<file path="config.mk">
export PLATFORM = sky130hd
export DESIGN_NAME = block_program_controller_flat
export DESIGN_NICKNAME = d
export VERILOG_FILES = /design/src/rtl/block_program_controller_if.sv /design/src/rtl/block_program_controller.sv /design/src/flat_wrapper.sv
export SDC_FILE = /design/constraint.sdc
export NUM_CORES = 1
export LEC_CHECK = 0
export ABC_AREA = 1
export CAP_MARGIN = 20
export CORE_MARGIN = 5
export CORE_UTILIZATION = 41
export CTS_CLUSTER_SIZE = 14
export DETAILED_ROUTE_END_ITERATION = 8
export GPL_ROUTABILITY_DRIVEN = 0
export HOLD_SLACK_MARGIN = 0.02
export PLACE_DENSITY = 0.76
export SLEW_MARGIN = 25
export SYNTH_ARGS = -nofsm -noshare
export SYNTH_HDL_FRONTEND = slang
export SYNTH_SLANG_ARGS = --single-unit
</file>
<file path="constraint.sdc">
create_clock -name clk -period 1.3 [get_ports clk]
set_clock_uncertainty 0.05 [all_clocks]
set_input_delay 0.26 -clock clk [delete_from_list [all_inputs] [get_ports clk]]
set_output_delay 0.26 -clock clk [all_outputs]
set_load 0.01 [all_outputs]
</file>
<file path="src/rtl/block_program_controller_if.sv">
// rtl/block_program_controller_if.sv - host command bus into the block program controller
interface block_program_controller_if #(
  parameter int AW = 8
) ();
  logic          cmd_valid;
  logic          cmd_ready;
  logic [2:0]    cmd_type;
  logic [AW-1:0] cmd_addr;
  logic [31:0]   cmd_data;

  modport master (
    output cmd_valid,
    output cmd_type,
    output cmd_addr,
    output cmd_data,
    input  cmd_ready
  );

  modport slave (
    input  cmd_valid,
    input  cmd_type,
    input  cmd_addr,
    input  cmd_data,
    output cmd_ready
  );
endinterface

</file>
<file path="src/rtl/block_program_controller.sv">
// rtl/block_program_controller.sv - double-buffered block program with frame-aligned bank swap
module block_program_controller #(
  parameter int data_width     = 16,
  parameter int n_blocks       = 256,
  parameter int timeout_cycles = 4096,
  localparam int AW            = $clog2(n_blocks)
) (
  input  logic                  clk,
  input  logic                  reset,
  block_program_controller_if.slave cmd,
  input  logic                  frame_start,
  output logic                  bank_sel,
  output logic [AW-1:0]         n_blocks_running,
  output logic                  mem_wr_bank,
  output logic [AW-1:0]         mem_wr_addr,
  output logic [31:0]           mem_wr_data,
  output logic                  mem_we_instr,
  output logic                  mem_we_reg0,
  output logic                  mem_we_reg1,
  output logic                  swap_done,
  output logic                  armed,
  output logic                  err_illegal,
  output logic                  err_timeout
);

  localparam int TW = $clog2(timeout_cycles);
  localparam logic [TW-1:0] TIMER_LAST = TW'(timeout_cycles - 1);
  localparam logic [31:0] DATA_MASK =
    (data_width >= 32) ? 32'hFFFF_FFFF : 32'((64'd1 << data_width) - 64'd1);

  localparam logic [2:0] CMD_INSTR  = 3'd0;
  localparam logic [2:0] CMD_REG0   = 3'd1;
  localparam logic [2:0] CMD_REG1   = 3'd2;
  localparam logic [2:0] CMD_COUNT  = 3'd3;
  localparam logic [2:0] CMD_COMMIT = 3'd4;

  typedef enum logic [1:0] {
    ST_LOAD  = 2'd0,
    ST_ARMED = 2'd1,
    ST_SWAP  = 2'd2
  } state_t;

  state_t        state;
  state_t        state_next;
  logic          accept;
  logic          swap_fire;
  logic          swap_forced;
  logic [TW-1:0] timer;
  logic [AW-1:0] pending_count;

  // Gated by reset so every output reads 0 while reset is held.
  assign cmd.cmd_ready = (state == ST_LOAD) && !reset;
  assign mem_wr_bank   = !bank_sel && !reset;

  always_ff @(posedge clk) begin
    if (reset) state <= ST_LOAD;
    else       state <= state_next;
  end

  always_comb begin
    state_next  = state;
    accept      = 1'b0;
    swap_fire   = 1'b0;
    swap_forced = 1'b0;
    case (state)
      ST_LOAD: begin
        if (cmd.cmd_valid) begin
          accept = 1'b1;
          if (cmd.cmd_type == CMD_COMMIT) state_next = ST_ARMED;
        end
      end
      ST_ARMED: begin
        // A real frame boundary wins over the timeout when both land together.
        if (frame_start) begin
          swap_fire  = 1'b1;
          state_next = ST_SWAP;
        end else if (timer == TIMER_LAST) begin
          swap_fire   = 1'b1;
          swap_forced = 1'b1;
          state_next  = ST_SWAP;
        end
      end
      ST_SWAP:  state_next = ST_LOAD;
      default:  state_next = ST_LOAD;
    endcase
  end

  always_ff @(posedge clk) begin
    if (reset) begin
      bank_sel         <= 1'b0;
      n_blocks_running <= '0;
      mem_wr_addr      <= '0;
      mem_wr_data      <= '0;
      mem_we_instr     <= 1'b0;
      mem_we_reg0      <= 1'b0;
      mem_we_reg1      <= 1'b0;
      swap_done        <= 1'b0;
      armed            <= 1'b0;
      err_illegal      <= 1'b0;
      err_timeout      <= 1'b0;
      pending_count    <= '0;
      timer            <= '0;
    end else begin
      mem_we_instr <= 1'b0;
      mem_we_reg0  <= 1'b0;
      mem_we_reg1  <= 1'b0;
      swap_done    <= 1'b0;

      if (state == ST_ARMED) timer <= timer + TW'(1);

      if (accept) begin
        case (cmd.cmd_type)
          CMD_INSTR: begin
            mem_we_instr <= 1'b1;
            mem_wr_addr  <= cmd.cmd_addr;
            mem_wr_data  <= cmd.cmd_data;
          end
          CMD_REG0: begin
            mem_we_reg0 <= 1'b1;
            mem_wr_addr <= cmd.cmd_addr;
            mem_wr_data <= cmd.cmd_data & DATA_MASK;
          end
          CMD_REG1: begin
            mem_we_reg1 <= 1'b1;
            mem_wr_addr <= cmd.cmd_addr;
            mem_wr_data <= cmd.cmd_data & DATA_MASK;
          end
          CMD_COUNT:  pending_count <= cmd.cmd_data[AW-1:0];
          CMD_COMMIT: begin
            armed <= 1'b1;
            timer <= '0;
          end
          default:    err_illegal <= 1'b1;
        endcase
      end

      if (swap_fire) begin
        bank_sel         <= !bank_sel;
        n_blocks_running <= pending_count;
        swap_done        <= 1'b1;
        armed            <= 1'b0;
        if (swap_forced) err_timeout <= 1'b1;
      end
    end
  end

endmodule

</file>
<file path="src/flat_wrapper.sv">
// flat-port wrapper written by rule: the top's interface ports become plain ports
module block_program_controller_flat 
#(
  parameter int data_width     = 16,
  parameter int n_blocks       = 256,
  parameter int timeout_cycles = 4096,
  localparam int AW            = $clog2(n_blocks)
)
  (clk, reset, frame_start, bank_sel, n_blocks_running, mem_wr_bank, mem_wr_addr, mem_wr_data, mem_we_instr, mem_we_reg0, mem_we_reg1, swap_done, armed, err_illegal, err_timeout, cmd_cmd_valid, cmd_cmd_type, cmd_cmd_addr, cmd_cmd_data, cmd_cmd_ready);
  block_program_controller_if #(.AW((8))) cmd_i ();
  input  logic clk;
  input  logic reset;
  input  logic frame_start;
  output logic bank_sel;
  output logic [AW-1:0] n_blocks_running;
  output logic mem_wr_bank;
  output logic [AW-1:0] mem_wr_addr;
  output logic [31:0] mem_wr_data;
  output logic mem_we_instr;
  output logic mem_we_reg0;
  output logic mem_we_reg1;
  output logic swap_done;
  output logic armed;
  output logic err_illegal;
  output logic err_timeout;
  input wire logic [$bits(cmd_i.cmd_valid)-1:0] cmd_cmd_valid;
  input wire logic [$bits(cmd_i.cmd_type)-1:0] cmd_cmd_type;
  input wire logic [$bits(cmd_i.cmd_addr)-1:0] cmd_cmd_addr;
  input wire logic [$bits(cmd_i.cmd_data)-1:0] cmd_cmd_data;
  output wire logic [$bits(cmd_i.cmd_ready)-1:0] cmd_cmd_ready;
  assign cmd_i.cmd_valid = cmd_cmd_valid;
  assign cmd_i.cmd_type = cmd_cmd_type;
  assign cmd_i.cmd_addr = cmd_cmd_addr;
  assign cmd_i.cmd_data = cmd_cmd_data;
  assign cmd_cmd_ready = cmd_i.cmd_ready;
  block_program_controller #(.data_width(data_width), .n_blocks(n_blocks), .timeout_cycles(timeout_cycles)) u_core (.clk(clk), .reset(reset), .cmd(cmd_i), .frame_start(frame_start), .bank_sel(bank_sel), .n_blocks_running(n_blocks_running), .mem_wr_bank(mem_wr_bank), .mem_wr_addr(mem_wr_addr), .mem_wr_data(mem_wr_data), .mem_we_instr(mem_we_instr), .mem_we_reg0(mem_we_reg0), .mem_we_reg1(mem_we_reg1), .swap_done(swap_done), .armed(armed), .err_illegal(err_illegal), .err_timeout(err_timeout));
endmodule
</file>
==> impl_metrics.csv <==
group,metric,value,unit
run_status,status,"finished with violations",
run_status,violations,"negative setup slack",
yosys,synth_area_leaders,"dfxtp_1, nor2_1, nand2_1",
power_and_ir_drop,power_switching,1.331,mW
power_and_ir_drop,p_clk_share,31.7,%
layout,fill_cells,568,
timing,rsz0062_at_grt,"true",
drt,drc_errors,0,
yosys,ys_ff_latch,78,
layout,register_area,1569,um2
cts,clockRootBuffer,"clkbuf_8",
timing,final.period_utilization,111.8,%
cts,ctsLongestPathBuffers,2,
timing,layout_setup_ws,-0.1535,ns
timing,post-route-min-period,1.454,ns
yosys,yosysTopAreaCellShare,50.10,%
drt,drt_pre_antenna_iters,4,
layout,nets,606,
timing,hold_ws,0.3500,ns
layout,drive_gt1_share,31.97,%
setup_path,arrival,1.14,ns
cts,cts_buffers,9,
drt,vias,3169,
cts,clk_pin_slew,0.08,ns
floorplanning,core,7331,um2
layout,final_core_util,69.89,%
yosys,postSynthCellCount,406,
layout,design_area,5124,um2
power_and_ir_drop,p_leak,2.221,nW
layout,multi_input_area,1599,um2
floorplanning,die_y,97.19,um
timing,setup_viol,63,
grt,grt_overflow,0,
yosys,synth_warnings,0,
cts,clock_latency,0.35,ns
timing,tns,-6.251,ns
hold_path,hold_path.class,"in -> reg",
power_and_ir_drop,internal-power,3.692,mW
setup_path,crit_path_start_kind,"register",
yosys,ys_types,33,
grt,grt_pass1_wl,14.72,mm
cts,cts_tree,"done",
cts,hold_buffers,0,
placement,postPlaceCellArea,4552,um2
floorplanning,start_util,42.52,%
grt,grtUsageTotal,18.65,%
layout,syn2layout_area_growth,64.39,%
run,cap_violations,0,
yosys,netlist_area,3117,um2
layout,stdcell_count,662,
placement,portBuffers,104,
cts,numClockSinks,78,
power_and_ir_drop,power_density,980.5,nW/um2
drt,routed_wl,9.177,mm
yosys,synth_fp_nets,454,
timing,worstMarginPinSlew,0.3511,ns
setup_path,endpoint_kind,"primary output",
grt,grt_max_degree,51,
drt,vias_per_cell,4.787,
drt,dr.first_iter.drc_count,88,
timing,max_freq,0.6880,GHz
timing,slew_headroom,76.42,%
placement,dp_cells,634,
power_and_ir_drop,pwr-share-seq,50.6,%
power_and_ir_drop,power_frac_comb,17.7,%
floorplanning,die_w,97.19,um
setup_path,cp.required,0.99,ns
timing,maxSlewViolCount,0,
floorplanning,io_pins,105,
placement,place_hpwl,6.183,mm
floorplanning,fp-row-count,31,
setup_path,critical_path_class,"reg -> out",
yosys,seq_area_frac_synth,50.10,%
floorplanning,die_area,9446,um2
placement,dpl_worst_slack,-0.4389,ns
drt,antenna_left,0,
timing,hold_viol,0,
cts,htree_levels,3,
power_and_ir_drop,swShare,26.50,%
grt,grt_pass1_vias,3123,
drt,detail_route.wl_per_cell,13.86,um
grt,antenna_found_initial,0,
power_and_ir_drop,ir_worst_vdd,1.162,mV
power_and_ir_drop,p_total,5.024,mW
setup_path,worst-path-max-fanout,2,
yosys,synth_area_per_cell,7.677,um2
layout,antenna_cells,0,
yosys,yosysTopAreaCell,"dfxtp_1",
==> state kept, by name (all words and copies together), names as in the netlist <==
signal,cells
u_core.mem_wr_data,32
u_core.timer,12
u_core.mem_wr_addr,8
u_core.n_blocks_running,8
u_core.pending_count,8
u_core.state,2
u_core.armed,1
u_core.bank_sel,1
u_core.err_illegal,1
u_core.err_timeout,1
u_core.mem_we_instr,1
u_core.mem_we_reg0,1
u_core.mem_we_reg1,1
u_core.swap_done,1
==> repair_timing <==
| action | in CTS | in global routing |
|---|---|---|
| pin swaps | 7 | 27 |
| gates cloned | 2 | 3 |
| setup buffers | 5 | 3 |
| setup endpoints to repair | 129 | 116 |
| gates resized for setup | 144 | 126 |
==> critical path, stage by stage (launching register included) <==
cell,delay [ns]
dfxtp_2,0.34
nor2_4,0.11
buf_4,0.11
inv_1,0.04
nor2_1,0.06
buf_2,0.13
==> logic make-up (layout without fill, tap and decap cells) <==
| logic type | Yosys count | in the layout | share of synthesized area, % |
|---|---|---|---|
| AOI/OAI and AO/OA | 53 | 53 | 8.591 |
| xor gates and xnor gates | 5 | 5 | 1.405 |
| adders and majority gates | 1 | 1 | 0.4014 |
| buffers and inverters | 46 | 203 | 7.467 |
| DFF | 78 | 78 | 50.10 |
| and+or+nand+nor | 223 | 223 | 32.04 |
==> cell usage after synthesis, drive strengths merged <==
cell      n
a21oi     4
and3      1
buf      11
clkbuf   10
clkinv    3
dfxtp    78
ha        1
inv      22
nand2    55
nand3    36
nand3b    1
nand4    13
nor2    109
nor3      4
nor3b     1
nor4      1
o21ai    48
o21bai    1
or2       2
xnor2     3
xor2      2
==> final cells by class <==
cell class	count	area share (%)
inverters	25	2.222
clock buffers	10	2.686
well taps	99	2.418
flip-flops and latches	78	30.62
clock inverters	6	0.7326
repair buffers	162	30.11
multi-input cells	282	31.21
==> final timing paths <==
kind / slack (ns) / endpoint / cells after the start / startpoint
max: -0.15 / cmd_cmd_ready / 5 / u_core.state[0]
max reg2reg: -0.15 / u_core.mem_wr_data[25] / 11 / u_core.state[0]
min: 0.35 / u_core.mem_we_instr / 3 / cmd_cmd_type[2]
min reg2reg: 0.40 / u_core.err_timeout / 2 / u_core.err_timeout
==> layer usage <==
metal  vias up  wire [um]  global-route usage [%]
li1       1626          -                       -
met1      1455       3690                   21.89
met2        76       4731                   31.95
met3        12        615                   7.538
met4         0        141                   4.104
met5         -          0                       0
==> cell usage in the layout (no fill, tap or decap), drive strengths merged, types with 2 or more instances in the layout <==
cell type and instances:
clkdlybuf4s50 44, nor3 4, xor2 2, or2 2, inv 23, nand2 55, dfxtp 78, nand4 13
o21ai 48, clkdlybuf4s15 25, dlygate4sd2 13, xnor2 3, a21oi 4, buf 58, clkbuf 32, clkinv 8
nand3 36, nor2 109
==> power by group through the flow <==
stage	sequential (mW)	combinational, mW	clock, mW
after global routing	2.55	0.963	1.76
after global placement	2.59	0.748	0
after detailed placement	2.59	0.762	0
after floorplan	2.63	0.281	0
final	2.54	0.889	1.59
after CTS	2.53	0.805	1.64
No activity file was read; power rests on OpenSTA's default activity.
